===== src/rtl/serial_adder_pkg.sv =====
// Shared types and helpers for the serial adder.
//   state_e   : controller states (IDLE, RUN, DONE)
//   cnt_width : bit width needed for a digit counter covering 0..n-1
package serial_adder_pkg;

  typedef enum logic [1:0] {
    IDLE = 2'd0,
    RUN  = 2'd1,
    DONE = 2'd2
  } state_e;

  // A counter must still be at least one bit wide when only one digit exists.
  function automatic int cnt_width(input int n);
    return (n <= 1) ? 1 : $clog2(n);
  endfunction

endpackage


===== src/rtl/digit_adder.sv =====
// Combinational DIGIT-bit ripple adder used for one digit of the serial add.
// Ports:
//   a_d, b_d : DIGIT-bit operand digits
//   cin      : carry into bit 0
//   s_d      : DIGIT-bit partial sum
//   cout     : carry out of the top bit
//   c_msb    : carry into the top bit (overflow detection on the last digit)
module digit_adder #(
  parameter int DIGIT = 1
) (
  input  logic [DIGIT-1:0] a_d,
  input  logic [DIGIT-1:0] b_d,
  input  logic             cin,
  output logic [DIGIT-1:0] s_d,
  output logic             cout,
  output logic             c_msb
);

  logic [DIGIT:0] c;

  always_comb begin
    s_d  = '0;
    c    = '0;
    c[0] = cin;
    for (int i = 0; i < DIGIT; i++) begin
      s_d[i]   = a_d[i] ^ b_d[i] ^ c[i];
      c[i+1]   = (a_d[i] & b_d[i]) | (c[i] & (a_d[i] ^ b_d[i]));
    end
  end

  assign cout  = c[DIGIT];
  assign c_msb = c[DIGIT-1];

endmodule


===== src/rtl/serial_adder.sv =====
// Multi-cycle adder: a + b + c_in over WIDTH bits, DIGIT bits per clock,
// LSB first. The result registers only change on the final digit, so sum,
// c_out and overflow stay stable until the next completion.
// Ports:
//   clk, rst     : clock, synchronous active-high reset
//   start        : request, accepted in IDLE or DONE
//   a, b, c_in   : operands, captured on an accepted start
//   busy         : high while digits are being added (RUN)
//   done         : one-cycle pulse when the result registers have updated
//   sum          : result of the last completed addition
//   c_out        : unsigned carry-out of the last completed addition
//   overflow     : signed overflow of the last completed addition
//
// state | meaning
// IDLE  | waiting for start
// RUN   | adding one digit per cycle
// DONE  | result just loaded; may accept a new start back-to-back
module serial_adder
  import serial_adder_pkg::*;
#(
  parameter int WIDTH = 8,
  parameter int DIGIT = 1
) (
  input  logic             clk,
  input  logic             rst,
  input  logic             start,
  input  logic [WIDTH-1:0] a,
  input  logic [WIDTH-1:0] b,
  input  logic             c_in,
  output logic             busy,
  output logic             done,
  output logic [WIDTH-1:0] sum,
  output logic             c_out,
  output logic             overflow
);

  localparam int N  = WIDTH / DIGIT;
  localparam int CW = cnt_width(N);
  localparam logic [CW-1:0] LAST = CW'(N - 1);

  generate
    if (WIDTH < 1 || DIGIT < 1 || (WIDTH % DIGIT) != 0) begin : g_bad_params
      $error("serial_adder: DIGIT must be >= 1 and divide WIDTH exactly");
    end
  endgenerate

  state_e            state_q, state_d;
  logic [WIDTH-1:0]  a_q, a_d;
  logic [WIDTH-1:0]  b_q, b_d;
  logic              carry_q, carry_d;
  logic [CW-1:0]     cnt_q, cnt_d;
  logic [WIDTH-1:0]  acc_q, acc_d;
  logic [WIDTH-1:0]  sum_q, sum_d;
  logic              c_out_q, c_out_d;
  logic              ovf_q, ovf_d;

  logic [DIGIT-1:0]       dig_sum;
  logic                   dig_cout;
  logic                   dig_cmsb;
  logic [WIDTH+DIGIT-1:0] acc_cat;
  logic [WIDTH-1:0]       acc_next;
  logic                   accept;

  digit_adder #(.DIGIT(DIGIT)) u_digit_adder (
    .a_d   (a_q[DIGIT-1:0]),
    .b_d   (b_q[DIGIT-1:0]),
    .cin   (carry_q),
    .s_d   (dig_sum),
    .cout  (dig_cout),
    .c_msb (dig_cmsb)
  );

  // New digit enters at the MSB end; after N digits the LSB digit has
  // migrated down to bit 0. The concatenation also covers WIDTH == DIGIT.
  assign acc_cat  = {dig_sum, acc_q};
  assign acc_next = acc_cat[WIDTH+DIGIT-1:DIGIT];

  assign accept = start && ((state_q == IDLE) || (state_q == DONE));

  always_comb begin
    state_d = state_q;
    a_d     = a_q;
    b_d     = b_q;
    carry_d = carry_q;
    cnt_d   = cnt_q;
    acc_d   = acc_q;
    sum_d   = sum_q;
    c_out_d = c_out_q;
    ovf_d   = ovf_q;

    case (state_q)
      IDLE: state_d = IDLE;
      RUN: begin
        a_d     = a_q >> DIGIT;
        b_d     = b_q >> DIGIT;
        carry_d = dig_cout;
        acc_d   = acc_next;
        cnt_d   = cnt_q + 1'b1;
        if (cnt_q == LAST) begin
          state_d = DONE;
          sum_d   = acc_next;
          c_out_d = dig_cout;
          ovf_d   = dig_cout ^ dig_cmsb;
        end
      end
      DONE:    state_d = IDLE;
      default: state_d = IDLE;
    endcase

    if (accept) begin
      state_d = RUN;
      a_d     = a;
      b_d     = b;
      carry_d = c_in;
      cnt_d   = '0;
    end
  end

  always_ff @(posedge clk) begin
    if (rst) begin
      state_q <= IDLE;
      a_q     <= '0;
      b_q     <= '0;
      carry_q <= 1'b0;
      cnt_q   <= '0;
      acc_q   <= '0;
      sum_q   <= '0;
      c_out_q <= 1'b0;
      ovf_q   <= 1'b0;
    end else begin
      state_q <= state_d;
      a_q     <= a_d;
      b_q     <= b_d;
      carry_q <= carry_d;
      cnt_q   <= cnt_d;
      acc_q   <= acc_d;
      sum_q   <= sum_d;
      c_out_q <= c_out_d;
      ovf_q   <= ovf_d;
    end
  end

  assign busy     = (state_q == RUN);
  assign done     = (state_q == DONE);
  assign sum      = sum_q;
  assign c_out    = c_out_q;
  assign overflow = ovf_q;

endmodule


===== config.mk =====
export PLATFORM = sky130hd
export DESIGN_NAME = serial_adder
export DESIGN_NICKNAME = d
export VERILOG_FILES = /design/src/rtl/serial_adder_pkg.sv /design/src/rtl/digit_adder.sv /design/src/rtl/serial_adder.sv
export SDC_FILE = /design/constraint.sdc
export NUM_CORES = 1
export LEC_CHECK = 0
export CORE_MARGIN = 8
export CORE_UTILIZATION = 38
export DETAILED_ROUTE_END_ITERATION = 10
export GPL_ROUTABILITY_DRIVEN = 0
export SYNTH_ARGS = -nofsm -noshare
export SYNTH_HDL_FRONTEND = slang
export SYNTH_SLANG_ARGS = --single-unit

===== constraint.sdc =====
create_clock -name clk -period 3.1 [get_ports clk]
set_input_delay 0.62 -clock clk [delete_from_list [all_inputs] [get_ports clk]]
set_output_delay 0.62 -clock clk [all_outputs]
set_load 0.005 [all_outputs]

# After elaboration in Yosys (flattened, before gate mapping)

Index checks and enable logic that the tools add are counted.

Register bits after elaboration: 40
Bits of input ports: 20

Bitwise gates (word level): 7
Equality and inequality tests: 4
Reduce and logical (&&, ||, !) cells: 7
Muxes and demuxes: 9
Add/subtract/negate cells: 1

Operator list:

| cell                  | number |
|---|---|
| $mux W8               | 4 |
| $mux W1               | 5 |
| $add A3 B1 Y3 const B | 1 |
| $eq A3 B3 Y1 const B  | 1 |
| $ne A3 B1 Y1 const B  | 1 |
| $reduce_or A3 Y1      | 1 |
| $xor A1 B1 Y1         | 3 |
| $and A1 B1 Y1         | 2 |
| $eq A2 B1 Y1 const B  | 1 |
| $eq A2 B2 Y1 const B  | 1 |
| $logic_not A2 Y1      | 1 |
| $reduce_and A2 Y1     | 1 |
| $reduce_bool A2 Y1    | 1 |
| $reduce_or A2 Y1      | 1 |
| $logic_and A1 B1 Y1   | 1 |
| $logic_or A1 B1 Y1    | 1 |
| $not A1 Y1            | 1 |
| $or A1 B1 Y1          | 1 |

# Depth between registers and ports, before layout

Depth after elaboration: 5
Depth in mapped cells: 6
Depth with buffers taken out: 5

# By module

From an unflattened synthesis, not the netlist that was laid out.

Cell total of the unflattened synthesis: 183
Area total of the unflattened synthesis: 1,599.0 µm²

By module, submodules not included:

| module       | cells an instance | times used | seq. area each (µm²) | area an instance (µm²) |
|---|---|---|---|---|
| serial_adder | 181               | 1          | 780.7                | 1,571.5 |
| digit_adder  | 2                 | 1          | 0.0                  | 27.5 |

# Worst setup path after synthesis

Ideal clock, no wire load.

Path kind: reg2out
Start: register state_q[1]
End: output busy
Buffers on the path: 2
Path slack: 1.699 ns
Required time: 2.480 ns
Arrival time: 0.781 ns
Stages on the path, launching flop included: 5
Cell sequence: dfxtp_1 -> nand2b_1 -> buf_6 -> inv_6 -> buf_4

Word-level cells in the longest chain between the ends: 1

Ends and longest elaborated chain:

| item                   | line                | source |
|---|---|---|
| from (decl)            | serial_adder.sv:47  | `state_e state_q, state_d;` |
| from (signal assigned) | serial_adder.sv:131 | `state_q <= state_d;` |
| $eq A2 B1 Y1           | serial_adder.sv:143 | `assign busy = (state_q == RUN);` |
| to (decl)              | serial_adder.sv:30  | `output logic busy,` |

No other way between the ends.

# Worst setup path in the final report

Start: register state_q[0]
End: output busy

Same word-level chain as after synthesis.

==> run summary <==
Post-place setup slack -> 0.9528 ns
Achievable clock frequency -> 444.0 MHz
H-tree depth -> 2
Sink Count -> 39
Rel. slew slack -> 45.70%
Vias per cell -> 5.191
CTS clk-pin slew, worst paths -> 0.08 ns
EDFF count, synth -> 0
R2R cell count -> 3
Die W -> 79.95 um
CTS Buf Count -> 5
Pleak -> 0.6781 nW
Crit path kind -> flip-flop to primary output
Final Setup Violations -> 0
Pint -> 737.7 uW
Mean post-synth cell area -> 8.730 um2
CTS Root Cell -> clkbuf_8
TritonCTS clock tree -> built
Hold path cells -> 2
Worst setup EP type -> primary output
Top_reg_cell synth -> dfxtp_1
Mean routed wirelength per cell -> 13.59 um
Setup TNS -> 0 ns
Max Slew Vio Count -> 0
Combinational power share -> 12.0%
Drt pass-1 iters -> 4
Worst-path maximum fanout -> 26
Period utilization -> 72.65%
Post-CTS sizing -> 0
HPWL Detailed -> 2337 um
NetSw -> 254.5 uW
Inst Count DP -> 248
Residual DRC -> 0
DR WL met3 -> 208 um
Post-CTS Hold Buffers -> 0
Clock Path Buffers -> 2
Detailed Route Iter0 Violations -> 94
Net Sw Frac -> 25.65%
Synth top area share -> 50.24%
GRT Util Overall -> 11.53%
IO Port Bufs -> 31
Minimum clock period -> 2.252 ns
Power consumption -> 992.2 uW
P per Cell Area -> 511.9 nW/um2
Clk_skew -> 0.01061 ns
Initial antenna violation count -> 0
Final wirelength -> 3480 um
Vias in the first global route -> 1307
Worst vdd ir -> 0.3009 mV
Unique masters post-synth -> 28
Die area -> 6392 um2
Routed Antenna Nets -> 0
Starting Density -> 39.13%
Core Footprint -> 3971 um2
Classification of the worst-slack hold path -> flip-flop to flip-flop
Data required, critical path -> 2.48 ns
Wl on met1 -> 1542 um
Largest net degree at the start of global routing -> 40
Routed met2 length -> 1664 um
Yosys warnings -> 0
Status -> finished clean
List of most frequent post-synthesis cells -> 46 x nand2_1, 39 x dfxtp_1, 18 x a21oi_1
RSZ-0062 raised after global routing -> no
Reg power frac -> 54.4%
Yosys top cell by area -> dfxtp_1
Cells after Synth -> 178
DR top layer -> met4
Worst Setup Start Kind -> flip-flop
Non-filler cells, final -> 256
Post-Syn Area -> 1554 um2
I/O pin count -> 32
Setup slack after layout -> 0.8479 ns
Cell row count -> 23
Synthesis-stage register bit count -> 39
MaxCap Viol Count -> 0
Fin. Hold Viols -> 0
Clk_lat worst skew -> 0.29 ns
Post-CTS Setup Inserts -> 0
DR vias -> 1329
Asr flop ratio synth -> 0%
Total congestion overflow -> 0
P&R area growth vs syn -> 24.72%
Syn_nets -> 201
Clk pwr share -> 33.6%
Arr. time, crit path -> 1.63 ns
First-pass GRT wire length -> 5858 um
Share of post-route cells with drive strength above 1 -> 5.340%
Final layout net count -> 228
Measured slew at the worst slew-check pin -> 0.8145 ns
Count leader, synth -> nand2_1
Register area share after synthesis -> 50.24%
Inserted Diodes -> 0
Die H -> 79.95 um
Synth area leaders -> dfxtp_1 50%, nand2_1 11%, a21oi_1 5.8%
-- critical path: stages (launching register included) --
cell and delay, ns:
dfxtp_1 0.42, nand2b_1 0.16, inv_6 0.21, clkdlybuf4s50_1 0.54
-- power groups by stage --
| stage | clock, mW | combinational (mW) | sequential, mW |
|---|---|---|---|
| after floorplan | 0 | 0.0863 | 0.547 |
| after global placement | 0 | 0.114 | 0.550 |
| after detailed placement | 0 | 0.119 | 0.551 |
| after CTS | 0.342 | 0.119 | 0.540 |
| after global routing | 0.366 | 0.130 | 0.542 |
| final | 0.334 | 0.119 | 0.540 |
-- per-stage QoR --
step / hold WS (ns) / util, % / instance area, um2
after floorplan: 0.4321 / - / 1554
after global placement: 0.4419 / 46.66 / 1853
after detailed placement: 0.4469 / 46.66 / 1853
after CTS: 0.4576 / 48.80 / 1938
after global routing: 0.4790 / 48.80 / 1938
final: 0.4554 / 48.80 / 1938
-- cell families after synthesis --
logic type | share of synthesized area, %
and+or+nand+nor | 22.38
muxes | 2.577
xor gates and xnor gates | 1.127
DFF | 50.24
buffers and inverters | 6.279
adders and majority gates | 2.898
AOI/OAI and AO/OA | 14.49
-- cell usage in the layout (no fill, tap or decap) --
cell type / count
o21a_1: 1
fa_1: 1
nor3_1: 17
nand3_1: 2
nor2b_1: 1
a311oi_2: 1
buf_4: 2
a311oi_1: 6
xnor2_1: 2
a21oi_1: 18
nor2_1: 10
dfxtp_1: 39
clkdlybuf4s50_1: 31
and2b_1: 1
nand2b_1: 2
inv_6: 1
o22ai_1: 6
a22oi_1: 2
ha_1: 2
clkbuf_8: 5
nand2_1: 46
a211oi_1: 1
clkbuf_1: 1
mux2i_1: 4
nand3b_1: 1
clkinv_2: 1
clkinvlp_4: 1
and3b_1: 1
-- registers in the layout, indices dropped and copies added (netlist names) --
| name | cells |
|---|---|
| a_q | 8 |
| b_q | 8 |
| sum | 8 |
| acc_q | 7 |
| cnt_q | 3 |
| state_q | 2 |
| c_out | 1 |
| carry_q | 1 |
| overflow | 1 |
-- per-layer routing --
metal  global-route usage [%]  up-vias
met1                    12.14      624
met2                    20.05       32
met4                    6.000        0
met5                        0        -
met3                    3.604        7
li1                         -      666
-- area by class of cell --
cell class,instances,area (um2)
fill,385,2033
inverter,1,8.758
clock buffer,6,72.57
sequential,39,780.7
tap,50,62.56
clock inverter,2,12.51
multi-input combinational,125,675.6
timing repair buffer,33,325.3
-- worst paths after layout --
kind | startpoint | to | slack [ns]
hold / removal | sum[1]$_SDFFE_PP0P_ | sum[1]$_SDFFE_PP0P_ | 0.46
setup reg to reg | state_q[0]$_SDFFE_PP0P_ | b_q[0]$_SDFFE_PP0P_ | 1.50
hold reg to reg | sum[1]$_SDFFE_PP0P_ | sum[1]$_SDFFE_PP0P_ | 0.46
setup / recovery | state_q[0]$_SDFFE_PP0P_ | busy | 0.85
Note: power is estimated with default switching activity, not from simulation.
